## src/rtl/tst_pattern_gen_pkg.sv

```systemverilog
// Shared modes, LFSR constants and FSM encoding for the test-pattern generator.
// Latency: n/a; backpressure: n/a.
package tst_pkg;

  localparam logic [2:0] MODE_COUNT  = 3'd0;
  localparam logic [2:0] MODE_SWAP   = 3'd1;
  localparam logic [2:0] MODE_WALK1  = 3'd2;
  localparam logic [2:0] MODE_PRBS15 = 3'd3;
  localparam logic [2:0] MODE_ALT    = 3'd4;

  localparam int              LFSR_W    = 15;
  localparam logic [LFSR_W-1:0] LFSR_SEED = 15'h7FFF;
  localparam int              LFSR_TAP_A = 14;
  localparam int              LFSR_TAP_B = 13;

  typedef enum logic {
    IDLE = 1'b0,
    RUN  = 1'b1
  } state_t;

endpackage

```

## src/rtl/tst_lfsr15.sv

```systemverilog
// PRBS15 shift register; load forces the seed and wins over step.
// Latency: new value one edge after step/load; backpressure: holds when step is low.
module tst_lfsr15
  import tst_pkg::*;
(
  input  logic        clk,
  input  logic        rst,
  input  logic        load,
  input  logic        step,
  output logic [14:0] q
);

  always_ff @(posedge clk) begin
    if (rst || load) begin
      q <= LFSR_SEED;
    end else if (step) begin
      q <= {q[LFSR_W-2:0], q[LFSR_TAP_A] ^ q[LFSR_TAP_B]};
    end
  end

endmodule

```

## src/rtl/tst_pattern_gen.sv

```systemverilog
// Burst test-pattern generator (count/swap/walk1/prbs15/alt); first word one edge after RUN entry.
// Backpressure: en low stalls the pattern (dout held, dvalid low); stop aborts, rst overrides all.
module tst_pattern_gen
  import tst_pkg::*;
#(
  parameter int OUT_W   = 8,
  parameter int CNT_W   = 16,
  parameter int BURST_W = 16
) (
  input  logic               clk,
  input  logic               rst,
  input  logic               en,
  input  logic               start,
  input  logic               stop,
  input  logic [2:0]         mode,
  input  logic [BURST_W-1:0] burst_len,
  output logic [OUT_W-1:0]   dout,
  output logic               dvalid,
  output logic               busy,
  output logic               done
);

  localparam int H = CNT_W / 2;

  state_t               state;
  logic [2:0]           mode_q;
  logic                 finite;
  logic [BURST_W-1:0]   remaining;
  logic [CNT_W-1:0]     cnt;
  logic                 done_pend;
  logic [LFSR_W-1:0]    lfsr;
  logic                 lfsr_load;
  logic                 lfsr_step;

  logic [CNT_W-1:0]     walk_idx;
  logic [OUT_W-1:0]     pat_count;
  logic [OUT_W-1:0]     pat_swap;
  logic [OUT_W-1:0]     pat_walk;
  logic [OUT_W-1:0]     pat_prbs;
  logic [OUT_W-1:0]     pat_alt;
  logic [OUT_W-1:0]     pattern;

  assign lfsr_load = (state == IDLE) && start;
  assign lfsr_step = (state == RUN) && en && !stop;

  tst_lfsr15 u_lfsr (
    .clk  (clk),
    .rst  (rst),
    .load (lfsr_load),
    .step (lfsr_step),
    .q    (lfsr)
  );

  assign walk_idx = cnt % CNT_W'(OUT_W);

  // Per-bit pattern taps; swap picks bit g of {cnt[H-1:0], cnt[CNT_W-1:H]}.
  for (genvar g = 0; g < OUT_W; g++) begin : g_pat
    assign pat_count[g] = cnt[g];
    assign pat_swap[g]  = cnt[(g + H) % CNT_W];
    assign pat_walk[g]  = (walk_idx == CNT_W'(g));
    assign pat_prbs[g]  = lfsr[g % LFSR_W];
    assign pat_alt[g]   = cnt[0] ^ ((g % 2) == 0);
  end

  always_comb begin
    pattern = '0;
    case (mode_q)
      MODE_COUNT:  pattern = pat_count;
      MODE_SWAP:   pattern = pat_swap;
      MODE_WALK1:  pattern = pat_walk;
      MODE_PRBS15: pattern = pat_prbs;
      MODE_ALT:    pattern = pat_alt;
      default:     pattern = '0;
    endcase
  end

  // After the last word the FSM is already IDLE but busy stays up one more
  // cycle so that done and the busy drop land together, one edge after dvalid.
  always_ff @(posedge clk) begin
    if (rst) begin
      state     <= IDLE;
      dout      <= '0;
      dvalid    <= 1'b0;
      busy      <= 1'b0;
      done      <= 1'b0;
      cnt       <= '0;
      remaining <= '0;
      mode_q    <= MODE_COUNT;
      finite    <= 1'b0;
      done_pend <= 1'b0;
    end else begin
      dvalid <= 1'b0;
      done   <= 1'b0;
      case (state)
        IDLE: begin
          done      <= done_pend;
          done_pend <= 1'b0;
          busy      <= start;
          if (start) begin
            mode_q    <= mode;
            remaining <= burst_len;
            finite    <= (burst_len != '0);
            cnt       <= '0;
            state     <= RUN;
          end
        end
        RUN: begin
          if (stop) begin
            busy  <= 1'b0;
            state <= IDLE;
          end else if (en) begin
            dout   <= pattern;
            dvalid <= 1'b1;
            cnt    <= cnt + CNT_W'(1);
            if (finite) begin
              remaining <= remaining - BURST_W'(1);
              if (remaining == BURST_W'(1)) begin
                done_pend <= 1'b1;
                state     <= IDLE;
              end
            end
          end
        end
        default: state <= IDLE;
      endcase
    end
  end

endmodule
```

## config.mk

```make
export PLATFORM = sky130hd
export DESIGN_NAME = tst_pattern_gen
export DESIGN_NICKNAME = d
export VERILOG_FILES = /design/src/rtl/tst_pattern_gen_pkg.sv /design/src/rtl/tst_lfsr15.sv /design/src/rtl/tst_pattern_gen.sv
export SDC_FILE = /design/constraint.sdc
export NUM_CORES = 1
export LEC_CHECK = 0
export ABC_AREA = 1
export CAP_MARGIN = 30
export CORE_MARGIN = 5
export CORE_UTILIZATION = 32
export CTS_CLUSTER_DIAMETER = 30
export DETAILED_ROUTE_END_ITERATION = 6
export PLACE_DENSITY = 0.51
export SLEW_MARGIN = 20
export SYNTH_ARGS = -nofsm -noshare
export SYNTH_HDL_FRONTEND = slang
export SYNTH_SLANG_ARGS = --single-unit
```

## constraint.sdc

```tcl
create_clock -name clk -period 1.85 [get_ports clk]
set_clock_uncertainty 0.2 [all_clocks]
set_input_delay 0.37 -clock clk [delete_from_list [all_inputs] [get_ports clk]]
set_output_delay 0.37 -clock clk [all_outputs]
set_load 0.02 [all_outputs]
```

==> impl_metrics.ini <==
[outcome]
outcome = finished, final reports clean

[timing]
slew-limit-headroom = 0.676
max_freq_ghz = 0.594
setup_violations = 0
layout_min_cycle_time_ps = 1680
tns_ps = 0
tightest_slew_ps = 484
hold_viol = 0
fin_crit_sh = 0.910
maxSlewViolCount = 0

[detailed_routing]
post-route-drc-count = 0
totalWireLength_um = 9440
avgViaCountPerCell = 4.74
first_pass_iters = 4
antenna_left = 0
met1Wirelength_um = 4280
met3_length_um = 301
vias = 3438
wl_met2_um = 4730
drt-wirelength-per-cell_um = 13.0
dr.max_layer_used = met4
drt_iter0_markers = 181

[yosys]
synth_top_family_by_area = simple AND/OR/NAND/NOR gates
ys_types = 36
ys.flop_type = dfxtp_1
synth-simple-area-share = 0.360
ys.warnings.count = 0
synthCells = 528
synthMuxAreaShare = 0
synth_compound_area_frac = 0.145
synth_top_area_share = 0.366
avgSynthCellArea_um2 = 6.64
yosys.area.top_type = dfxtp_1
synth_adder_area_share = 0.0286
yosysMostFrequentCell = nand2_1
syn_area_um2 = 3500
synthTopCellsByCount = nand2_1 (132), nor2_1 (65), dfxtp_1 (64), inv_1 (58), a21oi_1 (47)
async_reset_ff_frac = 0
ys_seq_area_frac = 0.366
synth_xor_xnor_area_share = 0.00250
ys_top_cells_by_area = dfxtp_1 (37%), nand2_1 (14%), nor2_1 (7.0%)
synth_fp_nets = 560
synth_enable_flop_cells = 0
ys_ff_latch = 64

[floorplanning]
core_um2 = 10800
ios = 35
fp.dieW_um = 115
fp-row-count = 38
die_y_um = 115
start_util = 0.325
fp.dieArea_um2 = 13100

[worst_setup_path]
cp.arrival_ps = 1730
crit_top_cell = nand2_1
crit_required_ps = 1900
cp-end-kind = register
rr_startpoint = remaining[1]$_SDFFE_PP0P_
crit_path_start = remaining[1]$_SDFFE_PP0P_
path_class = reg2reg
r2r_cells = 9
critical_path.slowest_cell = dfxtp_1
crit_path_max_incr_delay_ps = 330
path_max_fanout = 4
startpoint_type = register
crit_chain = inv_1, ha_1, nand2_1, nor2_2, nand4_1, a21oi_1, nand2_1, nand2_1, nor2_1

[job]
cap_violations = 0

[pwr]
totalPowerFinal_uw = 3180
power.leakage_uw = 0.00188
ir_drop_v = 0.000354
power.density_nw_per_um2 = 734

[min_path]
hold_path_startpoint = done_pend$_SDFFE_PP0P_
holdPathStages = 2
hold_class = reg2reg

[finish]
multiInputGateArea_um2 = 1900
num_antenna_cells = 0
register_area_um2 = 1280
nets = 613
fill_cells = 1169
drive_gt1_frac = 0.125
syn_to_final_growth_pct = 23.8
post-route-util = 0.402

[clock_network]
cts_tree = yes
htreeDepth = 3
clock_path_buffers = 2
clkTransAtPathRegs_ps = 80
cts-root-buf = clkbuf_8
clk_latency_ps = 350
hold_buffers = 0
clock_sinks = 64
numCtsBuffers = 9

[grt]
grt_max_degree = 32
grt_pass1_wl_um = 16000
grt_pass1_vias = 3369
track_usage = 0.151
overflow = 0
antenna_found_initial = 0

[placement]
hpwlAfterDp_um = 7280
port-buffer-count = 34
gp_congestion = 0.802
worst paths after layout:
| check | to | slack (ps) |
|---|---|---|
| worst max-delay path | remaining[10]$_SDFFE_PP0P_ | 170 |
| worst min-delay path | done$_SDFF_PP0_ | 240 |
| worst max register to register | remaining[10]$_SDFFE_PP0P_ | 170 |
| worst min register to register | done$_SDFF_PP0_ | 240 |
per-stage QoR:
step / std cells / hold slack [ps] / setup slack (ps) / cell area (um^2)
after floorplan: 528 / 218 / 325 / 3500
after global placement: 710 / 234 / -158 / 4150
after detailed placement: 710 / 234 / -164 / 4150
after CTS: 726 / 246 / 8.39 / 4320
after global routing: 726 / 272 / -23.2 / 4340
final: 726 / 243 / 167 / 4340
state kept, by name, indices dropped and copies added (netlist names):
name       flops
state          1
finite         1
busy           1
done           1
done_pend      1
remaining     16
mode_q         3
u_lfsr.q      15
dvalid         1
dout           8
cnt           16
power by group:
part,internal (uW),switching [uW]
sequential,1430,52.8
clock,496,611
combinational,235,362
per-layer routing:
metal | GRT usage | vias to the layer above
met4 | 0.0491 | 0
met5 | 0 | -
met2 | 0.263 | 50
met1 | 0.183 | 1563
li1 | - | 1815
met3 | 0.0359 | 10
cells in the final DEF (no fill, tap or decap), types with 2 or more instances in the layout:
cell	synthesis	layout
nor3_1	6	6
a211oi_1	2	2
nor2_2	3	4
a21oi_1	47	47
nor2_4	7	8
nand2_2	6	7
nand4_1	10	10
buf_12	0	3
dlygate4sd2_1	0	10
clkbuf_8	0	9
nand3_1	43	43
clkinv_4	0	3
ha_1	8	7
nand2_1	132	131
o22ai_1	3	3
clkinvlp_4	0	3
inv_6	1	2
nor3_2	2	2
inv_2	3	3
nor4_1	2	2
dfxtp_1	64	63
o21ai_0	36	36
nor2_1	65	63
inv_1	58	58
buf_4	2	23
clkdlybuf4s50_1	0	23
worst max-delay path: cells and delay by family, from the launching register on:
family          cells  cell delay (ps)
simple gates        6              570
flops               1              330
fa+ha+maj           1              210
compound gates      1              190
buf+inv             1               80
repair_timing:
action | 4_1_cts | 5_1_grt
endpoints found under the setup margin | 10 | 5
gates resized for setup | 10 | 7
setup buffers | 0 | 0
pin swaps | 0 | 0
cells by family (layout without fill, tap and decap cells):
kind of cell	count (synthesis)	after routing
compound gates	95	95
xor+xnor	1	1
fa+ha+maj	8	8
buf+inv	80	138
flops	64	64
simple gates	280	280
layout make-up:
class | count | share of cell area
clock buffers | 9 | 0.0286
inverters | 62 | 0.0548
multi-input cells | 384 | 0.437
repair buffers | 60 | 0.130
well taps | 140 | 0.0404
flip-flops and latches | 64 | 0.296
clock inverters | 7 | 0.0133
(Power assumes the default switching activity.)
